--- src/rtl/usbf_sync_filter_pkg.sv ---
// Shared constants and helpers for the multi-channel synchronizer / debounce filter.
package usbf_sync_filter_pkg;

    localparam int unsigned DefaultStage = 2;
    localparam int unsigned DefaultFilt  = 4;

    // Ceiling log2; returns 0 for inputs of 0 or 1.
    function automatic int unsigned clog2(input int unsigned v);
        int unsigned r;
        r = 0;
        for (int i = 0; i < 32; i++) begin
            if ((32'd1 << i) < v) begin
                r = i + 1;
            end
        end
        return r;
    endfunction

endpackage

--- src/rtl/usbf_sync_filter_ch.sv ---
// One channel: STAGE-deep synchronizer, bypassable debounce counter, registered edge pulses.
module usbf_sync_filter_ch
    import usbf_sync_filter_pkg::*;
#(
    parameter int unsigned STAGE   = DefaultStage,
    parameter int unsigned FILT    = DefaultFilt,
    parameter bit          RST_VAL = 1'b0
) (
    input  logic clk_d,
    input  logic rst,
    input  logic din_i,
    input  logic filt_en_i,
    output logic dout_o,
    output logic rise_o,
    output logic fall_o,
    output logic chg_nxt_o
);

    localparam int unsigned CW = clog2(FILT) + 1;
    localparam logic [CW-1:0] CntMax = CW'(FILT - 1);

    logic [STAGE-1:0] sync_q, sync_d;
    logic [CW-1:0]    cnt_q, cnt_d;
    logic             dout_q, dout_d;
    logic             rise_q, rise_d;
    logic             fall_q, fall_d;
    logic             s;

    assign s = sync_q[STAGE-1];

    always_comb begin
        sync_d = {sync_q[STAGE-2:0], din_i};
        cnt_d  = cnt_q;
        dout_d = dout_q;
        if (!filt_en_i) begin
            cnt_d  = '0;
            dout_d = s;
        end else if (s == dout_q) begin
            cnt_d = '0;
        end else if (cnt_q == CntMax) begin
            cnt_d  = '0;
            dout_d = s;
        end else begin
            cnt_d = cnt_q + CW'(1);
        end
        rise_d = dout_d & ~dout_q;
        fall_d = ~dout_d & dout_q;
    end

    always_ff @(posedge clk_d or posedge rst) begin
        if (rst) begin
            sync_q <= {STAGE{RST_VAL}};
            cnt_q  <= '0;
            dout_q <= RST_VAL;
            rise_q <= 1'b0;
            fall_q <= 1'b0;
        end else begin
            sync_q <= sync_d;
            cnt_q  <= cnt_d;
            dout_q <= dout_d;
            rise_q <= rise_d;
            fall_q <= fall_d;
        end
    end

    assign dout_o    = dout_q;
    assign rise_o    = rise_q;
    assign fall_o    = fall_q;
    // Next-cycle pulse, so the top can register chg in step with rise/fall.
    assign chg_nxt_o = rise_d | fall_d;

endmodule

--- src/rtl/usbf_sync_filter.sv ---
// Multi-channel input conditioner: DW independent sync/debounce channels plus a shared change flag.
module usbf_sync_filter
    import usbf_sync_filter_pkg::*;
#(
    parameter int unsigned    DW      = 4,
    parameter int unsigned    STAGE   = DefaultStage,
    parameter int unsigned    FILT    = DefaultFilt,
    parameter logic [DW-1:0]  RST_VAL = '0
) (
    input  logic          clk_d,
    input  logic          rst,
    input  logic [DW-1:0] din,
    input  logic          filt_en,
    output logic [DW-1:0] dout,
    output logic [DW-1:0] rise,
    output logic [DW-1:0] fall,
    output logic          chg
);

    logic [DW-1:0] chg_nxt;
    logic          chg_q, chg_d;

    for (genvar i = 0; i < DW; i++) begin : g_ch
        usbf_sync_filter_ch #(
            .STAGE  (STAGE),
            .FILT   (FILT),
            .RST_VAL(RST_VAL[i])
        ) u_ch (
            .clk_d    (clk_d),
            .rst      (rst),
            .din_i    (din[i]),
            .filt_en_i(filt_en),
            .dout_o   (dout[i]),
            .rise_o   (rise[i]),
            .fall_o   (fall[i]),
            .chg_nxt_o(chg_nxt[i])
        );
    end

    always_comb begin
        chg_d = |chg_nxt;
    end

    always_ff @(posedge clk_d or posedge rst) begin
        if (rst) begin
            chg_q <= 1'b0;
        end else begin
            chg_q <= chg_d;
        end
    end

    assign chg = chg_q;

endmodule

--- config.mk ---
export PLATFORM = sky130hd
export DESIGN_NAME = usbf_sync_filter
export DESIGN_NICKNAME = d
export VERILOG_FILES = /design/src/rtl/usbf_sync_filter_pkg.sv /design/src/rtl/usbf_sync_filter_ch.sv /design/src/rtl/usbf_sync_filter.sv
export SDC_FILE = /design/constraint.sdc
export NUM_CORES = 1
export LEC_CHECK = 0
export BUFFER_PORTS_ARGS = -buffer_cell sky130_fd_sc_hd__buf_4
export CAP_MARGIN = 40
export CELL_PAD_IN_SITES_DETAIL_PLACEMENT = 0
export CELL_PAD_IN_SITES_GLOBAL_PLACEMENT = 1
export CORE_MARGIN = 4
export CORE_UTILIZATION = 30
export CTS_CLUSTER_DIAMETER = 40
export DETAILED_ROUTE_END_ITERATION = 10
export PLACE_DENSITY = 0.55
export SLEW_MARGIN = 20
export SYNTH_ARGS = -nofsm -noshare
export SYNTH_HDL_FRONTEND = slang
export SYNTH_SLANG_ARGS = --single-unit
export TNS_END_PERCENT = 100
--- constraint.sdc ---
create_clock -name clk_d -period 1.7 [get_ports clk_d]
set_clock_uncertainty 0.15 [all_clocks]
set_input_delay 0.34 -clock clk_d [delete_from_list [all_inputs] [get_ports clk_d]]
set_output_delay 0.34 -clock clk_d [all_outputs]
set_load 0.01 [all_outputs]
Yosys cells after proc, flatten, opt, wreduce, memory -nomap -nowiden. Cells that the tools add are included. W data, S select, Z words.

Output and inout port bits: 13. Register bits: 33.

Reductions and logical operators: 1. Mux-type cells: 24. Eq/ne operators: 8. Bitwise logic cells: 20. Add/sub/neg operators: 4.

Operators with widths (count): $mux W3 (12); $add A3 B1 Y3 const B (4); $eq A3 B2 Y1 const B (4); $mux W1 (12); $and A1 B1 Y1 (8); $not A1 Y1 (8); $eq A1 B1 Y1 (4); $or A1 B1 Y1 (4); $reduce_or A4 Y1 (1).

Logic depth before layout (Yosys ltp). Gate-level depths: netlist (run 1).

Depth in word-level cells: 8. Depth in mapped cells: 6.

Modules after synthesis. A second synthesis (run 1) with hierarchy kept.

Cell total of the unflattened synthesis: 99. Area, all modules: 1322.5 µm².

By module, submodules not included: usbf_sync_filter_ch (seq. area each 200.2 µm², cells an instance 24, instances 4, area each 321.6 µm²); usbf_sync_filter (seq. area each 25.0 µm², cells an instance 3, instances 1, area each 36.3 µm²).

Least setup slack after synthesis (run 1). Ideal clock, no wire load.

Kind: reg2reg. Start point: reg g_ch[2].u_ch.cnt_q[0]. End point: reg chg_q (netlist: chg). Clock period less this slack: 1.766 ns. Slack: -0.066 ns. Library setup time: 0.130 ns. Cell stages (with the launch flop): 7. Data required time: 1.420 ns. Arrival: 1.487 ns. Path through: dfrtp_1 > ha_1 > nor2b_4 > nand2b_4 > mux2_4 > ha_1 > nand4_1.

Longest elaborated chain between the ends: 8. Elaborated cells between the ends (all ways): 9. Classes of those cells: 1 x eq/ne; 3 x mux; 4 x bitwise; 1 x reduce/logical.

RTL lines: start: declaration (line usbf_sync_filter_ch.sv:23) `logic [CW-1:0] cnt_q, cnt_d;`; start signal: assignment (line usbf_sync_filter_ch.sv:59) `cnt_q <= cnt_d;`; $eq A3 B2 Y1 (*) (line usbf_sync_filter_ch.sv:40) `end else if (cnt_q == CntMax) begin`; $mux W1 (*) (line usbf_sync_filter_ch.sv:40); $mux W1 (*) (line usbf_sync_filter_ch.sv:38) `end else if (s == dout_q) begin`; $mux W1 (*) (line usbf_sync_filter_ch.sv:35) `if (!filt_en_i) begin`; named net g_ch[2].u_ch.dout_d (line usbf_sync_filter_ch.sv:24) `logic dout_q, dout_d;`; $not A1 Y1 (line usbf_sync_filter_ch.sv:47) `fall_d = ~dout_d & dout_q;`; $and A1 B1 Y1 (line usbf_sync_filter_ch.sv:47); $or A1 B1 Y1 (*) (line usbf_sync_filter_ch.sv:70) `assign chg_nxt_o = rise_d | fall_d;`; $reduce_or A4 Y1 (*) (line usbf_sync_filter.sv:41) `chg_d = |chg_nxt;`; named net chg_d (line usbf_sync_filter.sv:21) `logic chg_q, chg_d;`; end signal: assignment (line usbf_sync_filter.sv:48) `chg_q <= chg_d;`; end: declaration (line usbf_sync_filter.sv:21).

Mark *: on every way through the listed nets, which the timed path passes. The rest lies on a longest branch.

Final worst setup path (run 1). Same ends and word-level chain as after synthesis.

==> impl_metrics.ini, run 1 <==
[status]
status = finished, violations left
violations = negative setup slack

[clock_network]
clkTransAtPathRegs_ns = 0.06
numCtsBuffers = 5
cts_tree = yes
h-tree-depth = 2
clockBufferDepth = 2
clockRootBuffer = clkbuf_8
clk_latency_ns = 0.28
cts.sinks = 33

[drt]
drt_iter0_drc = 34
totalWireLength_um = 2190
drt-vias-per-instance = 4.15
m1WireLength_um = 889
wire_per_inst_um = 11.8
dr.pass1.iters = 2
num_vias = 772
drc = 0
ant_nets = 0
wl_met2_um = 1130
top_layer = met4
dr_wl_met3_um = 115

[cells_and_area]
stdcell_count = 186
fin_nets = 154
antenna_cells = 0
drive_gt1_frac = 0.470
area_delta_synth_final_pct = 24.7

[yosys]
ys.flop_type = dfrtp_1
ys_ff_latch = 33
netlist_area_mm2 = 0.00142
synth_edf_count = 0
syn_inst = 103
synth_warnings = 0
ys_types = 17
seq_area_frac_synth = 0.580
synthMostInstantiatedCell = dfrtp_1
synth_top_area_frac = 0.580
synth_fp_nets = 122
synth_area_leaders = dfrtp_1 58%, ha_1 11%, buf_4 6.9%, nor3b_2 6.2%, mux2i_1 2.8%
synth_common_cells = 33 x dfrtp_1, 13 x buf_4, 12 x ha_1
yosysTopAreaCell = dfrtp_1
async_flop_share = 1.00
synth_area_per_cell_um2 = 13.8

[power_and_ir_drop]
clockPowerShare = 0.314
internal_power_mw = 1.26
ir_drop_mv = 0.438
power_mw = 1.67
p_sw_frac = 0.248
power_frac_seq = 0.529
combPwrFrac = 0.157
p_leak_nw = 0.898
switching_power_mw = 0.415
powerDensity_mw_per_mm2 = 943

[setup_path]
required_ns = 1.71
r2r_end = chg$_DFF_PP0_
r2r_cells = 6
cp-start-kind = flip-flop
path_max_fanout = 2
critPathArrivalTime_ns = 1.73
path_class = reg2reg
rrSetupSlack_ns = -0.02
endpoint_kind = flip-flop
reg2reg_from = g_ch[2].u_ch.cnt_q[0]$_DFF_PP0_

[die]
dieHeight_um = 76.9
rows = 24
initial_utilization = 0.318
die_area_mm2 = 0.00591
die_w_um = 76.9
boundaryPins = 20
coreArea_mm2 = 0.00447

[place]
gp_congestion = 0.663
hpwl_um = 1570
io_buffers = 19
post-place-cells = 177

[run]
cap_violations = 0

[timing]
fin_ws_ns = -0.0246
fin_crit_ns = 1.72
tns_ns = -0.0246
finalSetupViolCount = 1
tightest_slew_ns = 0.421
finalMaxSlewViolations = 0
slew_headroom = 0.719
rsz0062_at_grt = yes
finalCritPeriodShare = 1.01
fmax_ghz = 0.580
finalHoldViolations = 0

[global_route]
groute.usage.overall = 0.0861
grt_pass1_wl_um = 3900
grt_pass1_vias = 859
antenna_found_initial = 0
grt_max_degree = 34
grt-ovfl-total = 0

[min_path]
worstHoldPathType = in2async
[power by group through the flow]
stage	combinational [mW]	sequential, mW	clock, mW
2_1_floorplan	0.178	0.893	0
3_3_place_gp	0.253	0.898	0
3_5_place_dp	0.261	0.901	0
4_1_cts	0.263	0.886	0.563
5_1_grt	0.301	0.893	0.585
6_report	0.262	0.885	0.526
[placed cells by master (no fill, tap or decap)]
master	count
nor2_1	3
nor3_2	1
mux2i_1	4
nand2b_4	1
buf_4	37
xor2_1	4
nand2_1	9
nor2b_4	1
clkinv_2	1
nand2b_1	3
ha_1	8
dfrtp_1	33
and3_2	1
nor3b_2	7
mux2_4	1
ha_4	1
nand4_1	1
mux2_2	3
inv_1	5
dlygate4sd3_1	1
clkbuf_8	5
ha_2	3
nand2_2	1
[worst max-delay path, cell delays in order (launching register included)]
cell	delay, ns
dfrtp_1	0.39
ha_2	0.18
nor2b_4	0.12
nand2b_4	0.14
mux2_4	0.31
ha_4	0.26
nand4_1	0.06
[kinds of logic after synthesis]
family                     count (synthesis)  share of synthesized area
and+or+nand+nor                           28                      0.145
adders and majority gates                 12                      0.106
DFF                                       33                      0.580
xor gates and xnor gates                   4                     0.0246
buffers and inverters                     18                     0.0818
muxes                                      8                     0.0624
[how the worst max path moves through the flow]
stage,from,to,slack (ns),depth (start not counted)
final,g_ch[2].u_ch.cnt_q[0]$_DFF_PP0_,chg$_DFF_PP0_,-0.02,6
after global routing,g_ch[2].u_ch.cnt_q[0]$_DFF_PP0_,chg$_DFF_PP0_,-0.07,6
after CTS,g_ch[2].u_ch.cnt_q[0]$_DFF_PP0_,chg$_DFF_PP0_,-0.04,6
after detailed placement,g_ch[2].u_ch.cnt_q[0]$_DFF_PP0_,chg$_DFF_PP0_,-0.03,6
after global placement,g_ch[2].u_ch.cnt_q[0]$_DFF_PP0_,chg$_DFF_PP0_,0.006,6
after floorplan,g_ch[2].u_ch.cnt_q[0]$_DFF_PP0_,chg$_DFF_PP0_,-0.004,6
[sequential cells by signal, indices dropped and copies added (netlist names)]
name	flops
g_ch.u_ch.cnt_q	12
g_ch.u_ch.sync_q	8
g_ch.u_ch.dout_o	4
g_ch.u_ch.fall_o	4
g_ch.u_ch.rise_o	4
chg	1
[per-stage QoR]
stage / cell area [um^2] / utilization / hold slack (ns) / setup WS [ns]
final: 1770 / 0.397 / 0.00872 / -0.0246
after global routing: 1770 / 0.397 / 0.00215 / -0.0741
after CTS: 1740 / 0.389 / 0.00218 / -0.0394
after detailed placement: 1670 / 0.373 / 0.186 / -0.0292
after global placement: 1670 / 0.373 / 0.184 / 0.00557
after floorplan: 1440 / - / 0.181 / -0.00393
[layout make-up]
class / count / area, um^2
multi-input combinational: 52 / 503
clock buffer: 5 / 68.8
sequential: 33 / 826
clock inverter: 1 / 5.00
tap: 52 / 65.1
inverter: 5 / 18.8
fill: 430 / 2700
timing repair buffer: 38 / 288
[routing by layer]
metal  vias up  GRT usage
met5         -          0
met4         0     0.0489
met3         5     0.0375
met2        13      0.144
met1       372     0.0901
li1        382          -
[what timing repair did]
action                                  4_1_cts  5_1_grt
setup buffers                                 0        2
endpoints found under the hold margin         0        1
pin swaps                                     0        1
endpoints found under the setup margin        1        1
gates resized for setup                       0        3
hold buffers                                  0        1
Power figures use the tool's default switching activity.
==> inputs of run 2 (changes only) <==
CORE_UTILIZATION = 41   (was 30)
PLACE_DENSITY = 0.72   (was 0.55)
RECOVER_POWER = 25   (was unset)
==> run 2 against run 1 <==
  * The flow still finishes with violations (negative setup slack)
  * Clock power decreased by 22%
  * Sequential power about the same
  * Setup slack got worse by 0.022 ns
  * Critical endpoint unchanged
  * Highest routed layer unchanged
==> impl_metrics.ini, run 2 (synthesis gave the netlist of run 1 again) <==
[status]
status = finished, violations left
violations = negative setup slack

[clock_network]
clockBufferDepth = 2
clkTransAtPathRegs_ns = 0.10
numCtsBuffers = 5
h-tree-depth = 2
cts_tree = yes
clockRootBuffer = clkbuf_4
cts.sinks = 33
clk_latency_ns = 0.33

[place]
gp_congestion = 0.751
io_buffers = 19
hpwl_um = 1500
dpl-instance-area_mm2 = 0.00165
place_ws_ns = -0.0421

[cells_and_area]
largest_reg_flops = 12
final_util = 0.547
stdcell_area_mm2 = 0.00183
largestRegisters = g_ch.u_ch.cnt_q: 12 flops, g_ch.u_ch.sync_q: 8 flops
top_register = g_ch.u_ch.cnt_q
fin_nets = 160
drive_gt1_frac = 0.479
area_delta_synth_final_pct = 28.3
fill_cells = 304
antenna_cells = 0
final_cell_mix = 33 x dfrtp_1, 33 x buf_4, 10 x clkbuf_4, 8 x nand2_1

[drt]
totalWireLength_um = 2180
drt-vias-per-instance = 4.27
drc = 0
num_vias = 802
dr.pass1.iters = 3
drt_iter0_drc = 43
ant_nets = 0
wire_per_inst_um = 11.6

[setup_path]
cp-start-kind = flip-flop
slowest_delay_ns = 0.41
critPathArrivalTime_ns = 1.81
required_ns = 1.77
path_cells = ha_2 > nor2b_4 > nand2b_4 > mux2_4 > ha_4 > nand4_1
endpoint_kind = flip-flop
slowest_stage = dfrtp_1
path_max_fanout = 2
path_class = reg2reg
path_buf_inv = 0
path_delay_family = adder cells

[power_and_ir_drop]
powerDensity_mw_per_mm2 = 870
ir_drop_mv = 0.530
p_leak_nw = 0.921

[run]
cap_violations = 0

[timing]
slew_headroom = 0.477
rsz0062_at_grt = yes
fin_crit_ns = 1.75
finalCritPeriodShare = 1.03
finalMaxSlewViolations = 0
tightest_slew_ns = 0.785
fin_ws_ns = -0.0469
finalSetupViolCount = 1
fmax_ghz = 0.572
finalHoldViolations = 0

[global_route]
grt_pass1_wl_um = 3760
grt-ovfl-total = 0
grt_pass1_vias = 834
grt_max_degree = 34
antenna_found_initial = 0
groute.usage.overall = 0.120

[die]
initial_utilization = 0.426
boundaryPins = 20
dieHeight_um = 66.9
die_area_mm2 = 0.00448
rows = 21
die_w_um = 66.9
coreArea_mm2 = 0.00334

[min_path]
worstHoldPathType = reg2reg
run 2: path summary, 6_finish.rpt:
path / end / startpoint / slack, ns / depth (start not counted)
min in group asynchronous: g_ch[0].u_ch.dout_o$_DFF_PP0_ / rst / 0.64 / 4
hold / removal: g_ch[2].u_ch.sync_q[1]$_DFF_PP0_ / g_ch[2].u_ch.sync_q[0]$_DFF_PP0_ / 0.20 / 0
hold reg to reg: g_ch[2].u_ch.sync_q[1]$_DFF_PP0_ / g_ch[2].u_ch.sync_q[0]$_DFF_PP0_ / 0.20 / 0
setup / recovery: chg$_DFF_PP0_ / g_ch[2].u_ch.cnt_q[0]$_DFF_PP0_ / -0.05 / 6
setup reg to reg: chg$_DFF_PP0_ / g_ch[2].u_ch.cnt_q[0]$_DFF_PP0_ / -0.05 / 6
max in group asynchronous: g_ch[3].u_ch.fall_o$_DFF_PP0_ / rst / 0.26 / 4
run 2: through the flow:
| step | hold slack [ns] | TNS (ns) | cells | power (mW) |
|---|---|---|---|---|
| final | 0.199 | -0.0469 | 188 | 1.59 |
| after global routing | 0.201 | -0.102 | 188 | 1.70 |
| after CTS | 0.199 | -0.0602 | 183 | 1.59 |
| after detailed placement | 0.185 | -0.0421 | 170 | 1.16 |
| after global placement | 0.182 | 0 | 170 | 1.14 |
| after floorplan | 0.181 | -0.00393 | 103 | 1.07 |
run 2: layout make-up:
| class | count | area [um^2] | area share |
|---|---|---|---|
| clock buffer | 6 | 41.3 | 0.0226 |
| clock inverter | 2 | 10.0 | 0.00548 |
| inverter | 5 | 18.8 | 0.0103 |
| multi-input combinational | 52 | 532 | 0.291 |
| sequential | 33 | 826 | 0.452 |
| tap | 46 | 57.6 | 0.0315 |
| timing repair buffer | 44 | 340 | 0.186 |
run 2: power by group:
part           leakage [nW]  switching [mW]  internal [mW]  total [mW]
registers             0.415          0.0389          0.845       0.884
logic                 0.474           0.130          0.163       0.294
clock network        0.0320           0.254          0.157       0.412
run 2: worst register-to-register path: cells and delay by family (launching register included):
kind | cells | cell delay (ns)
DFF | 1 | 0.41
and+or+nand+nor | 3 | 0.32
muxes | 1 | 0.32
adders and majority gates | 2 | 0.44
run 2: repair_timing:
item                                   CTS  global route
buffers inserted                         0             5
setup endpoints to repair                1             1
hold buffers                             5             0
pin swaps                                0             0
resized for setup                        0             6
endpoints found under the hold margin   37             0
run 2: routing by layer:
layer,up-vias,global-route usage,wire length [um]
met4,0,0.0456,34
met1,386,0.128,877
li1,394,-,-
met2,18,0.192,1100
met5,-,0,0
met3,4,0.0725,163
==> inputs of run 3 (changes only) <==
CTS_BUF_LIST = sky130_fd_sc_hd__clkbuf_16   (was unset)
==> run 3 against run 2 <==
  * The run still ends with negative setup slack left
  * Non-clock buffer count decreased by 5
  * Die area unchanged
  * Maximum frequency increased by 0.27%
  * Register-to-register slack is essentially flat
  * Combinational power is 2% lower
  * Routed wire length is 6.5% higher
  * Global-route usage up 0.25 points
  * Final area is 2.2% higher
  * Core utilization increased by 1.2 points
  * Sequential share of layout area decreased by 0.97 points
  * Total power is 27% higher
  * Largest cell class unchanged
==> impl_metrics.ini, run 3 (synthesis gave the netlist of run 1 again) <==
[status]
status = finished, violations left
violations = negative setup slack

[run]
cap_violations = 0

[place]
io_buffers = 19
place_ws_ns = -0.0421
hpwl_um = 1500
post-place-cells = 170
gp_congestion = 0.751

[setup_path]
required_ns = 1.71
slowest_delay_ns = 0.39
critPathArrivalTime_ns = 1.75
endpoint_kind = flip-flop
path_max_fanout = 2
slowest_stage = dfrtp_1
cp-start-kind = flip-flop
path_class = reg2reg
reg2reg_from = g_ch[2].u_ch.cnt_q[0]$_DFF_PP0_
startpoint = g_ch[2].u_ch.cnt_q[0]$_DFF_PP0_
path_cells = ha_2 > nor2b_4 > nand2b_4 > mux2_4 > ha_4 > nand4_1

[drt]
drc = 0
ant_nets = 0
top_layer = met4
m1WireLength_um = 920
drt-vias-per-instance = 4.36
dr_wl_met3_um = 154
drt_iter0_drc = 36
wl_met2_um = 1210
wire_per_inst_um = 12.7
totalWireLength_um = 2320
dr.pass1.iters = 3
num_vias = 797

[clock_network]
numCtsBuffers = 5
clk_latency_ns = 0.27
h-tree-depth = 2
clockRootBuffer = clkbuf_16
cts_tree = yes
clockBufferDepth = 2
cts.sinks = 33
clkTransAtPathRegs_ns = 0.06

[power_and_ir_drop]
power_frac_seq = 0.438
p_leak_nw = 0.941
power_mw = 2.03
powerDensity_mw_per_mm2 = 1090
ir_drop_mv = 0.613
switching_power_mw = 0.490
p_sw_frac = 0.242
combPwrFrac = 0.142
internal_power_mw = 1.54
clockPowerShare = 0.420

[die]
coreArea_mm2 = 0.00334
dieHeight_um = 66.9
initial_utilization = 0.426
rows = 21
boundaryPins = 20
die_w_um = 66.9
die_area_mm2 = 0.00448

[timing]
finalHoldViolations = 0
fmax_ghz = 0.574
finalMaxSlewViolations = 0
fin_crit_ns = 1.74
finalSetupViolCount = 1
rsz0062_at_grt = yes
slew_headroom = 0.466
fin_ws_ns = -0.0422
tightest_slew_ns = 0.801
whs_ns = 0.0440
finalCritPeriodShare = 1.02

[global_route]
grt_pass1_wl_um = 3750
grt-ovfl-total = 0
antenna_found_initial = 0
groute.usage.overall = 0.122
grt_max_degree = 34
grt_pass1_vias = 814

[cells_and_area]
area_delta_synth_final_pct = 31.1
drive_gt1_frac = 0.504
stdcell_count = 183
top_register = g_ch.u_ch.cnt_q
fin_nets = 155
final_cell_mix = 33 x dfrtp_1, 33 x buf_4, 8 x nand2_1, 7 x nor3b_2
largest_reg_flops = 12
antenna_cells = 0
largestRegisters = g_ch.u_ch.cnt_q: 12 flops, g_ch.u_ch.sync_q: 8 flops
fill_cells = 291

[min_path]
worstHoldPathType = in2reg
min_from = din[3]
## run 3: cell type report
cell class / instances / area (um^2) / area share
Tap cell: 46 / 57.6 / 0.0309
Sequential cell: 33 / 826 / 0.443
Inverter: 5 / 18.8 / 0.0101
Timing Repair Buffer: 39 / 290 / 0.156
Multi-Input combinational cell: 52 / 534 / 0.286
Clock inverter: 3 / 13.8 / 0.00738
Clock buffer: 5 / 125 / 0.0671
## run 3: power by group through the flow
stage / registers [mW] / logic (mW) / clock network, mW
2_1_floorplan: 0.893 / 0.178 / 0
3_3_place_gp: 0.897 / 0.248 / 0
3_5_place_dp: 0.902 / 0.255 / 0
4_1_cts: 0.889 / 0.258 / 0.876
5_1_grt: 0.896 / 0.325 / 0.905
6_report: 0.888 / 0.288 / 0.850
## run 3: per-stage QoR
step / util / area [um^2] / setup TNS [ns]
CTS: 0.537 / 1790 / -0.0527
floorplan: - / 1440 / -0.00393
global placement: 0.495 / 1650 / 0
detailed placement: 0.495 / 1650 / -0.0421
finish: 0.559 / 1870 / -0.0422
global route: 0.559 / 1870 / -0.0929
## run 3: per-layer routing
metal  global-route usage  vias to the layer above
li1                     -                      388
met1                0.130                      388
met2                0.194                       17
met3               0.0624                        4
met4               0.0684                        0
met5                    0                        -
## run 3: final timing paths
| path | slack [ns] | to | cells after the start |
|---|---|---|---|
| max | -0.04 | chg$_DFF_PP0_ | 6 |
| min | 0.04 | g_ch[3].u_ch.sync_q[0]$_DFF_PP0_ | 1 |
| max reg2reg | -0.04 | chg$_DFF_PP0_ | 6 |
| min reg2reg | 0.19 | g_ch[2].u_ch.sync_q[1]$_DFF_PP0_ | 0 |
| max in group asynchronous | 0.74 | g_ch[3].u_ch.fall_o$_DFF_PP0_ | 3 |
| min in group asynchronous | 0.15 | g_ch[2].u_ch.cnt_q[1]$_DFF_PP0_ | 3 |
## run 3: critical path, delay by kind of cell (launching register included)
kind / cells / cell delay, ns
fa+ha+maj: 2 / 0.44
flops: 1 / 0.39
simple gates: 3 / 0.32
mux: 1 / 0.32
## run 3: repair_timing
action                                  in CTS  in global routing
setup buffers                                0                  5
hold buffers                                 0                  0
endpoints found under the setup margin       1                  1
resized for setup                            0                  7
